**config.mk**
```make
export PLATFORM = sky130hd
export DESIGN_NAME = hilo_mac
export DESIGN_NICKNAME = d
export VERILOG_FILES = /design/src/rtl/hilo_mac.sv
export SDC_FILE = /design/constraint.sdc
export NUM_CORES = 1
export LEC_CHECK = 0
export BUFFER_PORTS_ARGS = -buffer_cell sky130_fd_sc_hd__clkbuf_2
export CAP_MARGIN = 30
export CELL_PAD_IN_SITES_DETAIL_PLACEMENT = 1
export CELL_PAD_IN_SITES_GLOBAL_PLACEMENT = 1
export CORE_AREA = 4 4 195 197
export DETAILED_ROUTE_END_ITERATION = 10
export DIE_AREA = 0 0 199 201
export PLACE_DENSITY_LB_ADDON = 0.1
export SETUP_SLACK_MARGIN = 0.4
export SLEW_MARGIN = 20
export SYNTH_ARGS = -nofsm -noshare
export SYNTH_HDL_FRONTEND = slang
export SYNTH_SLANG_ARGS = --single-unit
export TNS_END_PERCENT = 50
```
**constraint.sdc**
```tcl
create_clock -name clk -period 16.5 [get_ports clk]
set_clock_uncertainty 0.1 [all_clocks]
set_input_delay 0.825 -clock clk [delete_from_list [all_inputs] [get_ports clk]]
set_output_delay 0.825 -clock clk [all_outputs]
set_load 0.01 [all_outputs]
```
**src/rtl/hilo_mac.sv**
```systemverilog
// Multicycle HI/LO multiply-accumulate unit: radix-2 shift-add over W cycles,
// then a single commit that writes, adds to or subtracts from the HiLo pair.
module hilo_mac #(
    parameter int W = 32
) (
    input  logic         clk,
    input  logic         reset,
    input  logic         start,
    input  logic [2:0]   op,
    input  logic [W-1:0] rs_val,
    input  logic [W-1:0] rt_val,
    input  logic         flush,
    output logic         busy,
    output logic         done,
    output logic [W-1:0] hi_out,
    output logic [W-1:0] lo_out
);
    localparam int CW = $clog2(W) + 1;

    typedef enum logic [1:0] {IDLE, MUL, COMMIT} state_t;

    state_t         state_reg;
    logic [2*W-1:0] hilo_reg;
    logic [2*W-1:0] prod_reg;
    logic [W-1:0]   mcand_reg;
    logic [CW-1:0]  count_reg;
    logic [1:0]     kind_reg;
    logic           negate_reg;
    logic           busy_reg;
    logic           done_reg;

    logic           is_signed;
    logic           rs_neg;
    logic           rt_neg;
    logic [W-1:0]   rs_mag;
    logic [W-1:0]   rt_mag;
    logic [W:0]     sum_next;
    logic [2*W-1:0] prod_next;
    logic [2*W-1:0] signed_prod;
    logic [2*W-1:0] hilo_next;
    logic           last_step;

    // Even multiply opcodes are the signed variants.
    assign is_signed = ~op[0];
    assign rs_neg    = is_signed & rs_val[W-1];
    assign rt_neg    = is_signed & rt_val[W-1];
    // Magnitude of the most-negative value is 2^(W-1), which still fits unsigned.
    assign rs_mag    = rs_neg ? (~rs_val + 1'b1) : rs_val;
    assign rt_mag    = rt_neg ? (~rt_val + 1'b1) : rt_val;

    // Upper half accumulates the multiplicand; lower half shifts the multiplier out.
    assign sum_next  = {1'b0, prod_reg[2*W-1:W]} + {1'b0, (prod_reg[0] ? mcand_reg : {W{1'b0}})};
    assign prod_next = {sum_next, prod_reg[W-1:1]};
    assign last_step = (count_reg == CW'(W - 1));

    assign signed_prod = negate_reg ? (~prod_reg + 1'b1) : prod_reg;

    always_comb begin
        hilo_next = signed_prod;
        case (kind_reg)
            2'b01:   hilo_next = hilo_reg + signed_prod;
            2'b10:   hilo_next = hilo_reg - signed_prod;
            default: hilo_next = signed_prod;
        endcase
    end

    always_ff @(posedge clk) begin
        if (reset) begin
            state_reg  <= IDLE;
            hilo_reg   <= '0;
            prod_reg   <= '0;
            mcand_reg  <= '0;
            count_reg  <= '0;
            kind_reg   <= 2'b00;
            negate_reg <= 1'b0;
            busy_reg   <= 1'b0;
            done_reg   <= 1'b0;
        end else begin
            case (state_reg)
                IDLE: begin
                    if (start && !flush) begin
                        if (op[2:1] == 2'b11) begin
                            if (op[0]) hilo_reg[W-1:0]   <= rs_val;
                            else       hilo_reg[2*W-1:W] <= rs_val;
                        end else begin
                            kind_reg   <= op[2:1];
                            negate_reg <= rs_neg ^ rt_neg;
                            mcand_reg  <= rs_mag;
                            prod_reg   <= {{W{1'b0}}, rt_mag};
                            count_reg  <= '0;
                            busy_reg   <= 1'b1;
                            state_reg  <= MUL;
                        end
                    end
                end
                MUL: begin
                    if (flush) begin
                        busy_reg  <= 1'b0;
                        state_reg <= IDLE;
                    end else begin
                        prod_reg  <= prod_next;
                        count_reg <= count_reg + 1'b1;
                        if (last_step) begin
                            done_reg  <= 1'b1;
                            state_reg <= COMMIT;
                        end
                    end
                end
                COMMIT: begin
                    if (!flush) hilo_reg <= hilo_next;
                    done_reg  <= 1'b0;
                    busy_reg  <= 1'b0;
                    state_reg <= IDLE;
                end
                default: begin
                    done_reg  <= 1'b0;
                    busy_reg  <= 1'b0;
                    state_reg <= IDLE;
                end
            endcase
        end
    end

    // A flush landing in COMMIT kills the pulse along with the write.
    assign done   = done_reg & ~flush;
    assign busy   = busy_reg;
    assign hi_out = hilo_reg[2*W-1:W];
    assign lo_out = hilo_reg[W-1:0];
endmodule
```
After elaboration in Yosys (flattened, before gate mapping)

Index checks and enable logic that the tools add are counted.

Bits in registers: 173
Input bits: 71
Word-level logic and storage cells: 87

Eq/ne operators: 16
Reductions and logical operators: 12
Add/subtract/negate cells: 7
Bitwise operators: 11
Multiplexer cells: 31

Operator list:

| operator                                                              | number |
|---|---|
| 64-bit two-way mux                                                    | 7 |
| 64-bit one-hot mux with 2 select lines                                | 3 |
| 32-bit two-way mux                                                    | 5 |
| 32-bit by 1-bit adder with 32-bit output, second input constant       | 2 |
| 64-bit by 1-bit adder with 64-bit output, second input constant       | 1 |
| 64-bit adder                                                          | 1 |
| 32-bit inverter                                                       | 2 |
| 64-bit inverter                                                       | 1 |
| 64-bit subtractor                                                     | 1 |
| 32-bit by 32-bit adder with 33-bit output                             | 1 |
| 6-bit two-way mux                                                     | 3 |
| 2-bit inequality test, second input constant                          | 9 |
| 6-bit one-hot mux with 2 select lines                                 | 1 |
| 3-bit AND reduction                                                   | 4 |
| 5-bit AND reduction                                                   | 2 |
| 2-bit two-way mux                                                     | 4 |
| 6-bit by 1-bit adder with 6-bit output, second input constant         | 1 |
| 2-bit equality test, second input constant                            | 3 |
| 6-bit by 5-bit equality test with 1-bit output, second input constant | 1 |
| 1-bit two-way mux                                                     | 5 |
| 2-bit by 1-bit equality test with 1-bit output, second input constant | 2 |
| 1-bit inverter                                                        | 4 |
| 1-bit one-hot mux with 2 select lines                                 | 2 |
| 2-bit one-hot mux with 2 select lines                                 | 1 |
| 8 further kinds                                                       | 11 |

Logic depth before layout (Yosys ltp)

Word-level depth: 7
Depth in mapped cells: 30
Depth with buffers taken out: 25

Worst setup path before layout

Ideal clock, no wire load.

Path type: reg2reg
Start: reg negate_reg
End: reg hilo_reg[63]
Cell stages (with the launch flop): 26
Required time: 16.284 ns
Path buffers: 9
Arrival time: 6.525 ns
Library setup time: 0.116 ns
Slack: 9.759 ns
Path through: dfxtp_1 -> clkbuf_1 -> clkbuf_1 -> clkbuf_1 -> clkbuf_1 -> clkbuf_1 -> buf_1 -> clkbuf_1 -> clkbuf_1 -> nand2_1 -> xnor2_1 -> inv_1 -> a21oi_1 -> xnor2_1 -> ha_1 -> clkbuf_1 -> nand3_1 -> or3_1 -> o31ai_1 -> a41oi_1 -> o41ai_1 -> or4_1 -> a311o_1 -> nor3_1 -> or4_1 -> a31o_1

Word-level cells in the longest chain between the ends: 5
Elaborated cells between the ends (all ways): 6

Ends and longest elaborated chain:

| element                                                  | RTL line | RTL |
|---|---|---|
| from (decl)                                              | 28       | `logic negate_reg;` |
| from (signal assigned)                                   | 87       | `negate_reg <= rs_neg ^ rt_neg;` |
| 64-bit two-way mux *                                     | 56       | `assign signed_prod = negate_reg ? (~prod_reg + 1'b1) : prod_reg;` |
| 64-bit subtractor / 64-bit adder (equally long branches) | 62, 61   |  |
| 64-bit one-hot mux with 2 select lines *                 | 60       | `case (kind_reg)` |
| 64-bit two-way mux *                                     | 110      | `if (!flush) hilo_reg <= hilo_next;` |
| 64-bit one-hot mux with 2 select lines *                 | 79       | `case (state_reg)` |
| to (signal, indexed assignment)                          | 83       | `if (op[0]) hilo_reg[W-1:0] <= rs_val;` |
| to (signal, indexed assignment)                          | 84       | `else hilo_reg[2*W-1:W] <= rs_val;` |
| to (signal assigned)                                     | 110      |  |
| to (decl)                                                | 23       | `logic [2*W-1:0] hilo_reg;` |

Mark *: on every way between the ends. The rest lies on a longest branch, timed or not. The select of a mux whose other input is x is not followed.
A chain may end at the register's enable or synchronous reset.

Final worst setup path

Start: reg prod_reg[1]
End: reg hilo_reg[63]

Word-level cells in the longest chain between the ends: 7
Elaborated cells between the ends (all ways): 8

Ends and longest elaborated chain:

| element                                                  | RTL line | RTL |
|---|---|---|
| from (decl)                                              | 24       | `logic [2*W-1:0] prod_reg;` |
| from (signal assigned)                                   | 89       | `prod_reg <= {{W{1'b0}}, rt_mag};` |
| from (signal assigned)                                   | 101      | `prod_reg <= prod_next;` |
| 64-bit inverter                                          | 56       |  |
| 64-bit by 1-bit adder with 64-bit output                 | 56       |  |
| 64-bit two-way mux *                                     | 56       |  |
| 64-bit subtractor / 64-bit adder (equally long branches) | 62, 61   |  |
| 64-bit one-hot mux with 2 select lines *                 | 60       |  |
| 64-bit two-way mux *                                     | 110      |  |
| 64-bit one-hot mux with 2 select lines *                 | 79       |  |

Marked as above.

==> impl_metrics.py <==
metrics = {
    "outcome": {
        "outcome": "completed",
    },
    "worst_setup_path": {
        "cpPeakStageDelay_ns": 0.75,
        "cp_top_family": "simple AND/OR/NAND/NOR gates",
        "crit_path_end_kind": "flop",
        "crit_start": "prod_reg[1]",
        "cp.depth": 24,
        "crit_path_cell_trace": "inv_1, ha_1, nor4b_4, nand4_1, o21ai_0, xnor2_1, or4_1, or4b_2, nor3_1, and3_1, a21oi_1, xor2_1, ha_1, a21o_1, a21o_1, a21oi_1, nor2b_1, o21ai_0, nand2_1, or4_1, a311o_1, o21a_1, or4_1, a31o_1",
        "slowest_stage": "or4b_2",
        "arrival_ns": 7.85,
        "r2r_slack_ns": 8.92,
        "path_class": "reg -> reg",
        "rr_endpoint": "hilo_reg[63]",
        "critPathBufInv": 1,
        "start_kind": "flop",
        "critPathRequiredTime_ns": 16.77,
        "cpMostUsedCell": "or4_1",
        "reg2regPathDepth": 24,
        "crit_fanout": 11,
        "r2r-start": "prod_reg[1]",
    },
    "logic_synthesis": {
        "netlist_area_sq_mm": 0.01761,
        "synth.distinct_cells": 92,
        "syn_avg_cell_area_sq_um": 7.209,
        "synth_top_area_cell": "dfxtp_1",
        "yosys-top-cells-area": "dfxtp_1 (20%), ha_1 (7.2%), xnor2_1 (7.1%)",
        "ys_ff_latch": 173,
        "synthCells": 2443,
        "synth_seq_area_share": 0.1966,
        "synth-edff-count": 0,
        "synth_nets": 2617,
        "synthFlopType": "dfxtp_1",
        "synth_top_area_share": 0.1966,
        "async_reset_ff_frac": 0,
        "yosys_warnings": 0,
    },
    "layout": {
        "fin_nets": 2647,
        "fill_cells": 4709,
        "post_route_cells_drive_above_1_share": 0.09735,
        "num_antenna_cells": 0,
        "mostFrequentLayoutCell": "nor2_1",
        "mostFrequentLayoutCells": "nor2_1 (278), a21oi_1 (239), nand2_1 (204)",
        "syn2layout_area_growth_pct": 8.901,
        "design_area_sq_mm": 0.01918,
    },
    "clock_tree": {
        "clk_latency_ns": 0.47,
        "cts_resized": 0,
        "cts_sinks": 173,
        "clock_path_buffers": 2,
        "cts_tree": "built",
        "path_clk_slew_ns": 0.08,
        "cts_setup_buffers": 0,
        "htreeDepth": 4,
        "hold_buffers": 0,
        "cts_root_buffer": "clkbuf_16",
        "cts_buffers": 17,
    },
    "sta": {
        "finalSetupViolCount": 0,
        "max_freq_mhz": 131.9,
        "period_share": 0.4596,
        "rsz0062_at_grt": "no",
        "tns_ns": 0,
        "tightest_slew_ns": 0.9590,
        "relSlewSlack": 0.3548,
        "hold_viol": 0,
        "slew_viol_final": 0,
        "finalCriticalPeriod_ns": 7.583,
    },
    "detailed_routing": {
        "routed_wl_um": 73440,
        "via_per_inst": 6.604,
        "drt_iter0_drc": 1852,
        "dr.pass1.iters": 6,
        "antenna_left": 0,
        "dr_total_vias": 19507,
        "post_drt_wl_per_cell_um": 24.86,
        "drc_errors": 0,
    },
    "placement": {
        "dp_hpwl_um": 56550,
        "post_dp_cell_area_sq_mm": 0.01855,
        "port_buffers": 136,
        "gp_congestion": 0.9416,
    },
    "floorplanning": {
        "die_h_um": 201,
        "boundaryPins": 137,
        "start_util": 0.4857,
        "dieArea_sq_mm": 0.04000,
        "core-area_sq_mm": 0.03626,
        "die_w_um": 199,
        "num_rows": 70,
    },
    "min_path": {
        "holdPathEnd": "mcand_reg[28]",
        "min_from": "mcand_reg[28]",
        "hold_path_class": "reg -> reg",
        "hold_path_depth": 2,
    },
    "grt": {
        "grt_usage": 0.3549,
        "grt_max_degree": 75,
        "antenna_found_initial": 1,
        "grt_pass1_wl_um": 111900,
        "grt.overflow.total": 0,
        "grt_pass1_vias": 18769,
    },
    "pwr": {
        "ir_drop_mv": 0.08257,
        "power.density_mw_per_mm2": 73.59,
        "p_leak_uw": 0.007946,
    },
    "run": {
        "maxCapViolCount": 0,
    },
}
routing by layer:
| layer | vias up | part of all wire | track usage |
|---|---|---|---|
| li1 | 9028 | - | - |
| met1 | 9580 | 0.46 | 0.5220 |
| met2 | 798 | 0.44 | 0.5395 |
| met3 | 101 | 0.081 | 0.05220 |
| met4 | 0 | 0.028 | 0.09844 |
| met5 | - | 0 | 0 |
worst max path at each step:
stage / slack [ns] / to
after floorplan: 9.76 / hilo_reg[63]
after global placement: 9.10 / hilo_reg[63]
after detailed placement: 9.02 / hilo_reg[63]
after CTS: 9.00 / hilo_reg[63]
after global routing: 8.45 / hilo_reg[63]
final: 8.92 / hilo_reg[63]
cell families (layout without fill, tap and decap cells):
kind of cell | Yosys count | after routing | share of synthesized area
buf+inv | 195 | 238 | 0.04298
flops | 173 | 173 | 0.1966
compound gates | 816 | 816 | 0.3043
mux | 11 | 11 | 0.006394
xor+xnor | 261 | 261 | 0.1298
fa+ha+maj | 103 | 103 | 0.07403
simple gates | 884 | 884 | 0.2458
cell type report:
class,count,area [sq um],share of cell area
inverter,42,157.7,0.008220
tap,468,585.6,0.03053
timing repair buffer,164,913.4,0.04762
multi-input combinational,2075,13440,0.7005
clock buffer,18,429.2,0.02238
sequential,173,3465,0.1806
clock inverter,14,193.9,0.01011
power by group:
part	total, uW	internal [uW]	switching (uW)
logic	501	169	332
registers	453	431	21.8
clock network	457	245	212
total	1410	845	566
cells in the mapped netlist (61+ instances only):
cell	number
nor2_1	281
clkbuf_1	125
dfxtp_1	173
a211oi_1	77
nand2_1	204
xnor2_1	142
a21oi_1	239
xor2_1	119
o21ai_0	136
ha_1	101
nand3_1	61
a21o_1	67
stage by stage:
stage               hold slack (ns)    util  instances  setup slack (ns)  power (uW)
floorplan                    0.3182       -       2443             9.759       800.9
finish                       0.3527  0.5290       2954             8.917        1411
detailed placement           0.3439  0.5116       2921             9.018       948.6
global route                 0.3673  0.5290       2954             8.450        1477
global placement             0.3355  0.5106       2919             9.099       934.9
CTS                          0.3535  0.5287       2953             8.998        1401
tightest hold or removal path: cells and delay by family (launching register included):
kind | cells | cell delay, ns
and+or+nand+nor | 1 | 0.05
DFF | 1 | 0.31
AOI/OAI and AO/OA | 1 | 0.05
No activity file was read; power rests on OpenSTA's default activity.
